===== src/rtl/grid_pkg.sv =====
// Shared types and defaults for the grid mover (directions, FSM states).
package grid_pkg;

  typedef enum logic [2:0] {NONE, UP, DOWN, LEFT, RIGHT} dir_t;

  typedef enum logic [1:0] {IDLE, HOP, HOLD} mover_state_t;

  localparam int DEF_CELL_PX = 32;
  localparam int DEF_COLS    = 20;
  localparam int DEF_ROWS    = 15;

  // Button vector order is {up, down, left, right}; up wins, right loses.
  function automatic dir_t pick_dir(input logic [3:0] btn);
    if (btn[3])      return UP;
    else if (btn[2]) return DOWN;
    else if (btn[1]) return LEFT;
    else if (btn[0]) return RIGHT;
    else             return NONE;
  endfunction

  function automatic logic dir_held(input logic [3:0] btn, input dir_t d);
    case (d)
      UP:      return btn[3];
      DOWN:    return btn[2];
      LEFT:    return btn[1];
      RIGHT:   return btn[0];
      default: return 1'b0;
    endcase
  endfunction

endpackage


===== src/rtl/grid_mover_if.sv =====
// Player-side bundle of the grid mover: raw buttons and respawn in,
// grid/pixel position and status out. The mover uses the slave side.
interface grid_mover_if
  import grid_pkg::*;
#(
  parameter int COLS = DEF_COLS,
  parameter int ROWS = DEF_ROWS
);
  logic                     btn_up;
  logic                     btn_down;
  logic                     btn_left;
  logic                     btn_right;
  logic                     respawn;
  logic [$clog2(COLS)-1:0]  col;
  logic [$clog2(ROWS)-1:0]  row;
  logic [9:0]               pos_x;
  logic [9:0]               pos_y;
  logic                     moving;
  logic                     move_pulse;
  logic                     blocked_pulse;
  logic                     at_goal;

  modport master (
    output btn_up, btn_down, btn_left, btn_right, respawn,
    input  col, row, pos_x, pos_y, moving, move_pulse, blocked_pulse, at_goal
  );

  modport slave (
    input  btn_up, btn_down, btn_left, btn_right, respawn,
    output col, row, pos_x, pos_y, moving, move_pulse, blocked_pulse, at_goal
  );
endinterface


===== src/rtl/btn_debounce.sv =====
// Per-button debouncer: the output takes the input value only after the
// two have disagreed for DEBOUNCE_CYC consecutive cycles; any agreement
// in between restarts the count.
module btn_debounce #(
  parameter int DEBOUNCE_CYC = 250000
) (
  input  logic clk,
  input  logic reset,
  input  logic btn_i,
  output logic btn_o
);
  localparam int CNT_W = (DEBOUNCE_CYC > 1) ? $clog2(DEBOUNCE_CYC) : 1;
  localparam logic [CNT_W-1:0] CNT_TC = CNT_W'(DEBOUNCE_CYC - 1);

  logic [CNT_W-1:0] cnt_q, cnt_d;
  logic             btn_q, btn_d;

  // Count disagreeing cycles; flip the output on the terminal count.
  always_comb begin
    cnt_d = '0;
    btn_d = btn_q;
    if (btn_i != btn_q) begin
      if (cnt_q == CNT_TC) begin
        btn_d = btn_i;
      end else begin
        cnt_d = cnt_q + CNT_W'(1);
      end
    end
  end

  // Counter and accepted level registers.
  always_ff @(posedge clk or posedge reset) begin
    if (reset) begin
      cnt_q <= '0;
      btn_q <= 1'b0;
    end else begin
      cnt_q <= cnt_d;
      btn_q <= btn_d;
    end
  end

  assign btn_o = btn_q;
endmodule


===== src/rtl/grid_mover.sv =====
// Grid-locked player mover: debounced buttons become one-cell moves with
// hop lock-out, hold-to-repeat, respawn and edge/goal status.
// Optional horizontal wrap-around when WRAP_X_EN is defined.
//
// state | meaning
// IDLE  | waiting for a rising edge of the winning button
// HOP   | move just made, new moves locked out until hop timer expires
// HOLD  | same direction still held, repeat timer running
module grid_mover
  import grid_pkg::*;
#(
  parameter int CELL_PX      = DEF_CELL_PX,
  parameter int COLS         = DEF_COLS,
  parameter int ROWS         = DEF_ROWS,
  parameter int START_COL    = 10,
  parameter int START_ROW    = 14,
  parameter int DEBOUNCE_CYC = 250000,
  parameter int HOP_CYC      = 1000000,
  parameter int REPEAT_DELAY = 12500000,
  parameter int REPEAT_RATE  = 5000000
) (
  input  logic         clk,
  input  logic         reset,
  grid_mover_if.slave  bus
);
  localparam int CW    = $clog2(COLS);
  localparam int RW    = $clog2(ROWS);
  localparam int SHIFT = $clog2(CELL_PX);
  localparam int HW    = (HOP_CYC > 1) ? $clog2(HOP_CYC) : 1;
  localparam int RMAX  = (REPEAT_DELAY > REPEAT_RATE) ? REPEAT_DELAY : REPEAT_RATE;
  localparam int TW    = (RMAX > 1) ? $clog2(RMAX) : 1;

  localparam logic [CW-1:0] COL_MAX   = CW'(COLS - 1);
  localparam logic [RW-1:0] ROW_MAX   = RW'(ROWS - 1);
  localparam logic [CW-1:0] COL_START = CW'(START_COL);
  localparam logic [RW-1:0] ROW_START = RW'(START_ROW);
  localparam logic [HW-1:0] HOP_LOAD  = HW'(HOP_CYC - 1);
  localparam logic [TW-1:0] DLY_LOAD  = TW'(REPEAT_DELAY - 1);
  localparam logic [TW-1:0] RATE_LOAD = TW'(REPEAT_RATE - 1);

  if ((COLS - 1) * CELL_PX >= 1024) begin : g_chk_px_range
    $error("grid_mover: (COLS-1)*CELL_PX must stay below 1024");
  end
  if ((CELL_PX & (CELL_PX - 1)) != 0) begin : g_chk_cell_pow2
    $error("grid_mover: CELL_PX must be a power of two");
  end

  logic [3:0]   db;
  logic [3:0]   db_prev_q;
  dir_t         win, try_dir, dir_q, dir_d;
  logic         win_rise;
  mover_state_t state_q, state_d;
  logic [HW-1:0] hop_q, hop_d;
  logic [TW-1:0] rep_q, rep_d;
  logic          fast_q, fast_d;
  logic [CW-1:0] col_q, col_d, mv_col;
  logic [RW-1:0] row_q, row_d, mv_row;
  logic          mv_ok;
  logic          move_q, move_d, blk_q, blk_d;

  btn_debounce #(.DEBOUNCE_CYC(DEBOUNCE_CYC)) u_db_up
    (.clk(clk), .reset(reset), .btn_i(bus.btn_up),    .btn_o(db[3]));
  btn_debounce #(.DEBOUNCE_CYC(DEBOUNCE_CYC)) u_db_down
    (.clk(clk), .reset(reset), .btn_i(bus.btn_down),  .btn_o(db[2]));
  btn_debounce #(.DEBOUNCE_CYC(DEBOUNCE_CYC)) u_db_left
    (.clk(clk), .reset(reset), .btn_i(bus.btn_left),  .btn_o(db[1]));
  btn_debounce #(.DEBOUNCE_CYC(DEBOUNCE_CYC)) u_db_right
    (.clk(clk), .reset(reset), .btn_i(bus.btn_right), .btn_o(db[0]));

  assign win      = pick_dir(db);
  assign win_rise = dir_held(db, win) && !dir_held(db_prev_q, win);
  // In HOLD the attempt always uses the latched direction (it equals win there).
  assign try_dir  = (state_q == IDLE) ? win : dir_q;

  // Candidate cell for a move in try_dir, and whether the grid edge allows it.
  always_comb begin
    mv_ok  = 1'b0;
    mv_col = col_q;
    mv_row = row_q;
    case (try_dir)
      UP: if (row_q != '0) begin
        mv_ok  = 1'b1;
        mv_row = row_q - RW'(1);
      end
      DOWN: if (row_q != ROW_MAX) begin
        mv_ok  = 1'b1;
        mv_row = row_q + RW'(1);
      end
      LEFT: begin
`ifdef WRAP_X_EN
        mv_ok  = 1'b1;
        mv_col = (col_q == '0) ? COL_MAX : col_q - CW'(1);
`else
        if (col_q != '0) begin
          mv_ok  = 1'b1;
          mv_col = col_q - CW'(1);
        end
`endif
      end
      RIGHT: begin
`ifdef WRAP_X_EN
        mv_ok  = 1'b1;
        mv_col = (col_q == COL_MAX) ? '0 : col_q + CW'(1);
`else
        if (col_q != COL_MAX) begin
          mv_ok  = 1'b1;
          mv_col = col_q + CW'(1);
        end
`endif
      end
      default: ;
    endcase
  end

  // Next-state, timers, coordinates and pulses; respawn overrides everything.
  always_comb begin
    state_d = state_q;
    hop_d   = hop_q;
    rep_d   = rep_q;
    dir_d   = dir_q;
    fast_d  = fast_q;
    col_d   = col_q;
    row_d   = row_q;
    move_d  = 1'b0;
    blk_d   = 1'b0;
    if (bus.respawn) begin
      state_d = IDLE;
      hop_d   = '0;
      rep_d   = '0;
      dir_d   = NONE;
      fast_d  = 1'b0;
      col_d   = COL_START;
      row_d   = ROW_START;
    end else begin
      case (state_q)
        IDLE: if (win_rise) begin
          if (mv_ok) begin
            col_d   = mv_col;
            row_d   = mv_row;
            move_d  = 1'b1;
            state_d = HOP;
            hop_d   = HOP_LOAD;
            dir_d   = win;
            fast_d  = 1'b0;
          end else begin
            blk_d = 1'b1;
          end
        end
        HOP: begin
          if (hop_q == '0) begin
            if (win == dir_q) begin
              state_d = HOLD;
              rep_d   = fast_q ? RATE_LOAD : DLY_LOAD;
            end else begin
              state_d = IDLE;
              dir_d   = NONE;
            end
          end else begin
            hop_d = hop_q - HW'(1);
          end
        end
        HOLD: begin
          if (win != dir_q) begin
            state_d = IDLE;
            dir_d   = NONE;
            rep_d   = '0;
          end else if (rep_q == '0) begin
            if (mv_ok) begin
              col_d   = mv_col;
              row_d   = mv_row;
              move_d  = 1'b1;
              state_d = HOP;
              hop_d   = HOP_LOAD;
              fast_d  = 1'b1;
            end else begin
              blk_d = 1'b1;
              rep_d = RATE_LOAD;
            end
          end else begin
            rep_d = rep_q - TW'(1);
          end
        end
        default: state_d = IDLE;
      endcase
    end
  end

  // FSM state, timers, position and pulse registers.
  always_ff @(posedge clk or posedge reset) begin
    if (reset) begin
      state_q   <= IDLE;
      hop_q     <= '0;
      rep_q     <= '0;
      dir_q     <= NONE;
      fast_q    <= 1'b0;
      col_q     <= COL_START;
      row_q     <= ROW_START;
      move_q    <= 1'b0;
      blk_q     <= 1'b0;
      db_prev_q <= '0;
    end else begin
      state_q   <= state_d;
      hop_q     <= hop_d;
      rep_q     <= rep_d;
      dir_q     <= dir_d;
      fast_q    <= fast_d;
      col_q     <= col_d;
      row_q     <= row_d;
      move_q    <= move_d;
      blk_q     <= blk_d;
      db_prev_q <= db;
    end
  end

  assign bus.col           = col_q;
  assign bus.row           = row_q;
  assign bus.pos_x         = 10'(col_q) << SHIFT;
  assign bus.pos_y         = 10'(row_q) << SHIFT;
  assign bus.moving        = (state_q == HOP);
  assign bus.move_pulse    = move_q;
  assign bus.blocked_pulse = blk_q;
  assign bus.at_goal       = (row_q == '0);
endmodule


===== src/flat_wrapper.sv =====
// flat-port wrapper written by rule: the top's interface ports become plain ports
module grid_mover_flat import grid_pkg::*;
#(
  parameter int CELL_PX      = DEF_CELL_PX,
  parameter int COLS         = DEF_COLS,
  parameter int ROWS         = DEF_ROWS,
  parameter int START_COL    = 10,
  parameter int START_ROW    = 14,
  parameter int DEBOUNCE_CYC = 250000,
  parameter int HOP_CYC      = 1000000,
  parameter int REPEAT_DELAY = 12500000,
  parameter int REPEAT_RATE  = 5000000
)
  (clk, reset, bus_btn_up, bus_btn_down, bus_btn_left, bus_btn_right, bus_respawn, bus_col, bus_row, bus_pos_x, bus_pos_y, bus_moving, bus_move_pulse, bus_blocked_pulse, bus_at_goal);
  grid_mover_if #(.COLS(COLS), .ROWS(ROWS)) bus_i ();
  input  logic clk;
  input  logic reset;
  input wire logic [$bits(bus_i.btn_up)-1:0] bus_btn_up;
  input wire logic [$bits(bus_i.btn_down)-1:0] bus_btn_down;
  input wire logic [$bits(bus_i.btn_left)-1:0] bus_btn_left;
  input wire logic [$bits(bus_i.btn_right)-1:0] bus_btn_right;
  input wire logic [$bits(bus_i.respawn)-1:0] bus_respawn;
  output wire logic [$bits(bus_i.col)-1:0] bus_col;
  output wire logic [$bits(bus_i.row)-1:0] bus_row;
  output wire logic [$bits(bus_i.pos_x)-1:0] bus_pos_x;
  output wire logic [$bits(bus_i.pos_y)-1:0] bus_pos_y;
  output wire logic [$bits(bus_i.moving)-1:0] bus_moving;
  output wire logic [$bits(bus_i.move_pulse)-1:0] bus_move_pulse;
  output wire logic [$bits(bus_i.blocked_pulse)-1:0] bus_blocked_pulse;
  output wire logic [$bits(bus_i.at_goal)-1:0] bus_at_goal;
  assign bus_i.btn_up = bus_btn_up;
  assign bus_i.btn_down = bus_btn_down;
  assign bus_i.btn_left = bus_btn_left;
  assign bus_i.btn_right = bus_btn_right;
  assign bus_i.respawn = bus_respawn;
  assign bus_col = bus_i.col;
  assign bus_row = bus_i.row;
  assign bus_pos_x = bus_i.pos_x;
  assign bus_pos_y = bus_i.pos_y;
  assign bus_moving = bus_i.moving;
  assign bus_move_pulse = bus_i.move_pulse;
  assign bus_blocked_pulse = bus_i.blocked_pulse;
  assign bus_at_goal = bus_i.at_goal;
  grid_mover #(.CELL_PX(CELL_PX), .COLS(COLS), .ROWS(ROWS), .START_COL(START_COL), .START_ROW(START_ROW), .DEBOUNCE_CYC(DEBOUNCE_CYC), .HOP_CYC(HOP_CYC), .REPEAT_DELAY(REPEAT_DELAY), .REPEAT_RATE(REPEAT_RATE)) u_core (.clk(clk), .reset(reset), .bus(bus_i));
endmodule

===== config.mk =====
export PLATFORM = sky130hd
export DESIGN_NAME = grid_mover_flat
export DESIGN_NICKNAME = d
export VERILOG_FILES = /design/src/rtl/grid_pkg.sv /design/src/rtl/grid_mover_if.sv /design/src/rtl/btn_debounce.sv /design/src/rtl/grid_mover.sv /design/src/flat_wrapper.sv
export SDC_FILE = /design/constraint.sdc
export NUM_CORES = 1
export LEC_CHECK = 0
export BUFFER_PORTS_ARGS = -buffer_cell sky130_fd_sc_hd__buf_2
export CORE_MARGIN = 2
export CORE_UTILIZATION = 30
export CTS_BUF_LIST = sky130_fd_sc_hd__clkbuf_4
export CTS_CLUSTER_SIZE = 24
export DETAILED_ROUTE_END_ITERATION = 10
export GPL_ROUTABILITY_DRIVEN = 0
export HOLD_SLACK_MARGIN = 0.1
export SLEW_MARGIN = 20
export SYNTH_ARGS = -nofsm -noshare
export SYNTH_HDL_FRONTEND = slang
export SYNTH_SLANG_ARGS = --single-unit

===== constraint.sdc =====
create_clock -name clk -period 3.75 [get_ports clk]
set_clock_uncertainty 0.1 [all_clocks]
set_input_delay 0 -clock clk [delete_from_list [all_inputs] [get_ports clk]]
set_output_delay 0 -clock clk [all_outputs]
set_load 0.02 [all_outputs]

==> results.md <==
* Synth top area share at 42.5%
* Core area at 26100 um^2
* Slowest stage cell, crit path: dfrtp_1
* Worst Path Arrival at 3.63 ns
* Failing checks: DRC
* H-tree depth at 4
* Clk root buf: clkbuf_4
* Total power at 3.18 mW
* Relative slew slack at 48.6%
* Later-pin clock latency in the skew report at 0.58 ns
* Die W at 167 um
* Starting density of the core at 30.6%
* Clk slew on worst S/H paths at 0.15 ns
* Std-Cell Rows at 59
* Final worst slack at 0.508 ns
* Post-detailed-route DRC marker count at 3
* First-pass GRT wire length at 30.7 mm
* Placed insts at 1232
* Dpl hpwl at 11.5 mm
* Synth Register Bits at 141
* Sink Count at 141
* WP buf/inv at 3
* Worst slew pin tran at 0.771 ns
* Status: finished with violations
* Chip height at 167 um
* Period utilisation layout at 86.5%
* YS warnings at 0
* WL/cell at 13.7 um
* Grt ovf at 0
* Initial antenna violation count at 0
* Setup crit end kind: register
* MaxCap Viol Count at 0
* RSZ-0062 raised after global routing: false
* DRT Pass-1 Iters at 8
* Top_reg_cell synth: dfrtp_1
* Final Non-Filler Cells at 1271
* Hold/Removal Path Class: in -> reg
* # IOs at 40
* # fillers at 2744
* Clock buffer depth at 2
* Endpoints failing setup at 0
* Placed Area at 8410 um^2
* VDD IR max at 0.298 mV
* Initial DRC count at 453
* CP required at 4.14 ns
* Commonest cells after routing, fill and taps aside: 136 x dfrtp_1, 131 x nor2_1, 69 x nand2_1, 58 x a21oi_1, 50 x o21ai_0
* Largest area contributor in the netlist: dfrtp_1
* Power Dens Cells at 361 nW/um^2
* Avg Cell Area, Syn at 8.87 um^2
* Sequential share of the synthesized area at 44.2%
* Die area at 28000 um^2
* Commonest non-fill, non-tap cell in the layout: dfrtp_1
* Port buffer count at 28
* Final Slew Violations at 0
* Leak Pwr at 3.62 nW
* Diode count at 0
* Critical Path Source Type: register
* Post-layout util at 33.7%
* TNS Setup at 0 ns
* Cell mode on critical path: buf_4
* Pin count of the biggest net entering global routing at 142
* Post-synth EDFFs at 0
* Critical path cell sequence: inv_1, ha_1, nand2b_1, o22ai_1, a221o_1, nand3_1, o31a_1, buf_4, and3_1, buf_4, o2111a_1
* Synthesized area at 8010 um^2
* Cell variety after synth at 71
* Critical path class: reg -> reg
* Achievable Freq at 0.308 GHz
* Setup bufs post-CTS at 0
* Top delay family on crit path: compound AO/OA/AOI/OAI gates
* Hold_ws at 0.151 ns
* Gr usage total at 13.0%
* CTS buffer count at 17
* Pre-CTS WS at 0.456 ns
* Fraction of registers with async set/reset at 100%
* Syn Inst Count at 903
* CTS tree: built
* Final wirelength at 17.4 mm
* Max incr delay on CP at 0.44 ns
* Synth area leaders: dfrtp_1 43%, nor2_1 6.1%, xor2_1 3.9%
* Vias in the first global route at 6296
* Final #Nets at 948
* Remaining antenna violation count at 0
* Final Cell Area at 8810 um^2
* Worst-path fanout max at 11
* Final worst path period need at 3.24 ns
* Vias at 6536
* Share of post-route cells with drive strength above 1 at 10.5%
* Synth-to-Final Area Change at 10.0%
* Final hold violation count at 0
* Vias per cell at 5.14
## cells in the mapped netlist (all sizes together) (13+ instances only)
master and number:
xnor2 32, a21oi 60, nand4 19, and3 14
or3 23, ha 16, xor2 36, buf 32
nor3 29, dfrtp 136, o21ai 51, nand3 34
clkbuf 28, nor2 131, a31oi 25, nand2 69
inv 27, nor4 14, nand2b 13
## area by class of cell
class	count	area (um^2)	share of cell area, %
clock buffer	17	128	1.45
clock inverter	15	189	2.15
inverter	27	105	1.19
multi-input combinational	685	4090	46.4
sequential	141	3530	40.1
tap	335	419	4.76
timing repair buffer	51	343	3.89
## path summary, 6_finish.rpt
kind | endpoint | start | slack (ns) | cells after the start
setup / recovery | u_core.hop_q[19] | u_core.state_q[0] | 0.51 | 11
hold / removal | u_core.u_db_right.btn_o | bus_btn_right | 0.15 | 3
setup reg to reg | u_core.hop_q[19] | u_core.state_q[0] | 0.51 | 11
hold reg to reg | u_core.u_db_left.cnt_q[0] | u_core.u_db_left.cnt_q[0] | 0.36 | 1
max in group asynchronous | u_core.rep_q[22] | reset | 2.29 | 5
min in group asynchronous | u_core.u_db_right.cnt_q[5] | reset | 0.65 | 5
## cells by family after synthesis
family | Yosys count | synth area share, %
multiplexers | 8 | 1.11
other | 1 | 0.0468
adder cells (fa/ha/maj) | 18 | 3.00
AND/OR/NAND/NOR | 385 | 23.7
XOR/XNOR | 68 | 7.44
flip-flops | 141 | 44.2
buffers and inverters | 87 | 5.36
AO/OA/AOI/OAI | 195 | 15.2
## sequential cells by signal, indices dropped and copies added (netlist names)
register and flops:
u_core.bus.move_pulse 1, u_core.u_db_right.cnt_q 18, u_core.u_db_up.cnt_q 18, u_core.db_prev_q 4, u_core.u_db_down.btn_o 1, u_core.hop_q 20, u_core.u_db_down.cnt_q 18, u_core.bus.blocked_pulse 1
u_core.bus.row 4, u_core.bus.col 5, u_core.u_db_up.btn_o 1, u_core.u_db_left.btn_o 1, u_core.u_db_right.btn_o 1, u_core.u_db_left.cnt_q 18, u_core.dir_q 3, u_core.rep_q 24
u_core.state_q 2, u_core.fast_q 1
## tightest hold or removal path: cells and delay by family
kind / cells / cell delay, ns
multiplexers: 1 / 0.15
buffers and inverters: 2 / 0.66
## metal layers
| layer | routed length, um | global-route usage [%] | share of wire [%] | vias to the layer above |
|---|---|---|---|---|
| met5 | 0 | 0 | 0 | - |
| met4 | 172 | 3.55 | 0.99 | 0 |
| li1 | - | - | - | 3232 |
| met1 | 8500 | 18.1 | 49 | 3161 |
| met2 | 8020 | 20.7 | 46 | 125 |
| met3 | 739 | 2.77 | 4.2 | 18 |
## report_power, final
part,switching (mW),total [mW],internal (mW)
sequential,0.0898,1.69,1.60
clock,0.703,1.08,0.378
combinational,0.253,0.408,0.155
## timing repair
item	4_1_cts	5_1_grt
endpoints found under the hold margin	211	0
hold buffers	7	0
endpoints found under the setup margin	0	7
gates resized for setup	0	1
Note: power is estimated with default switching activity, not from simulation.
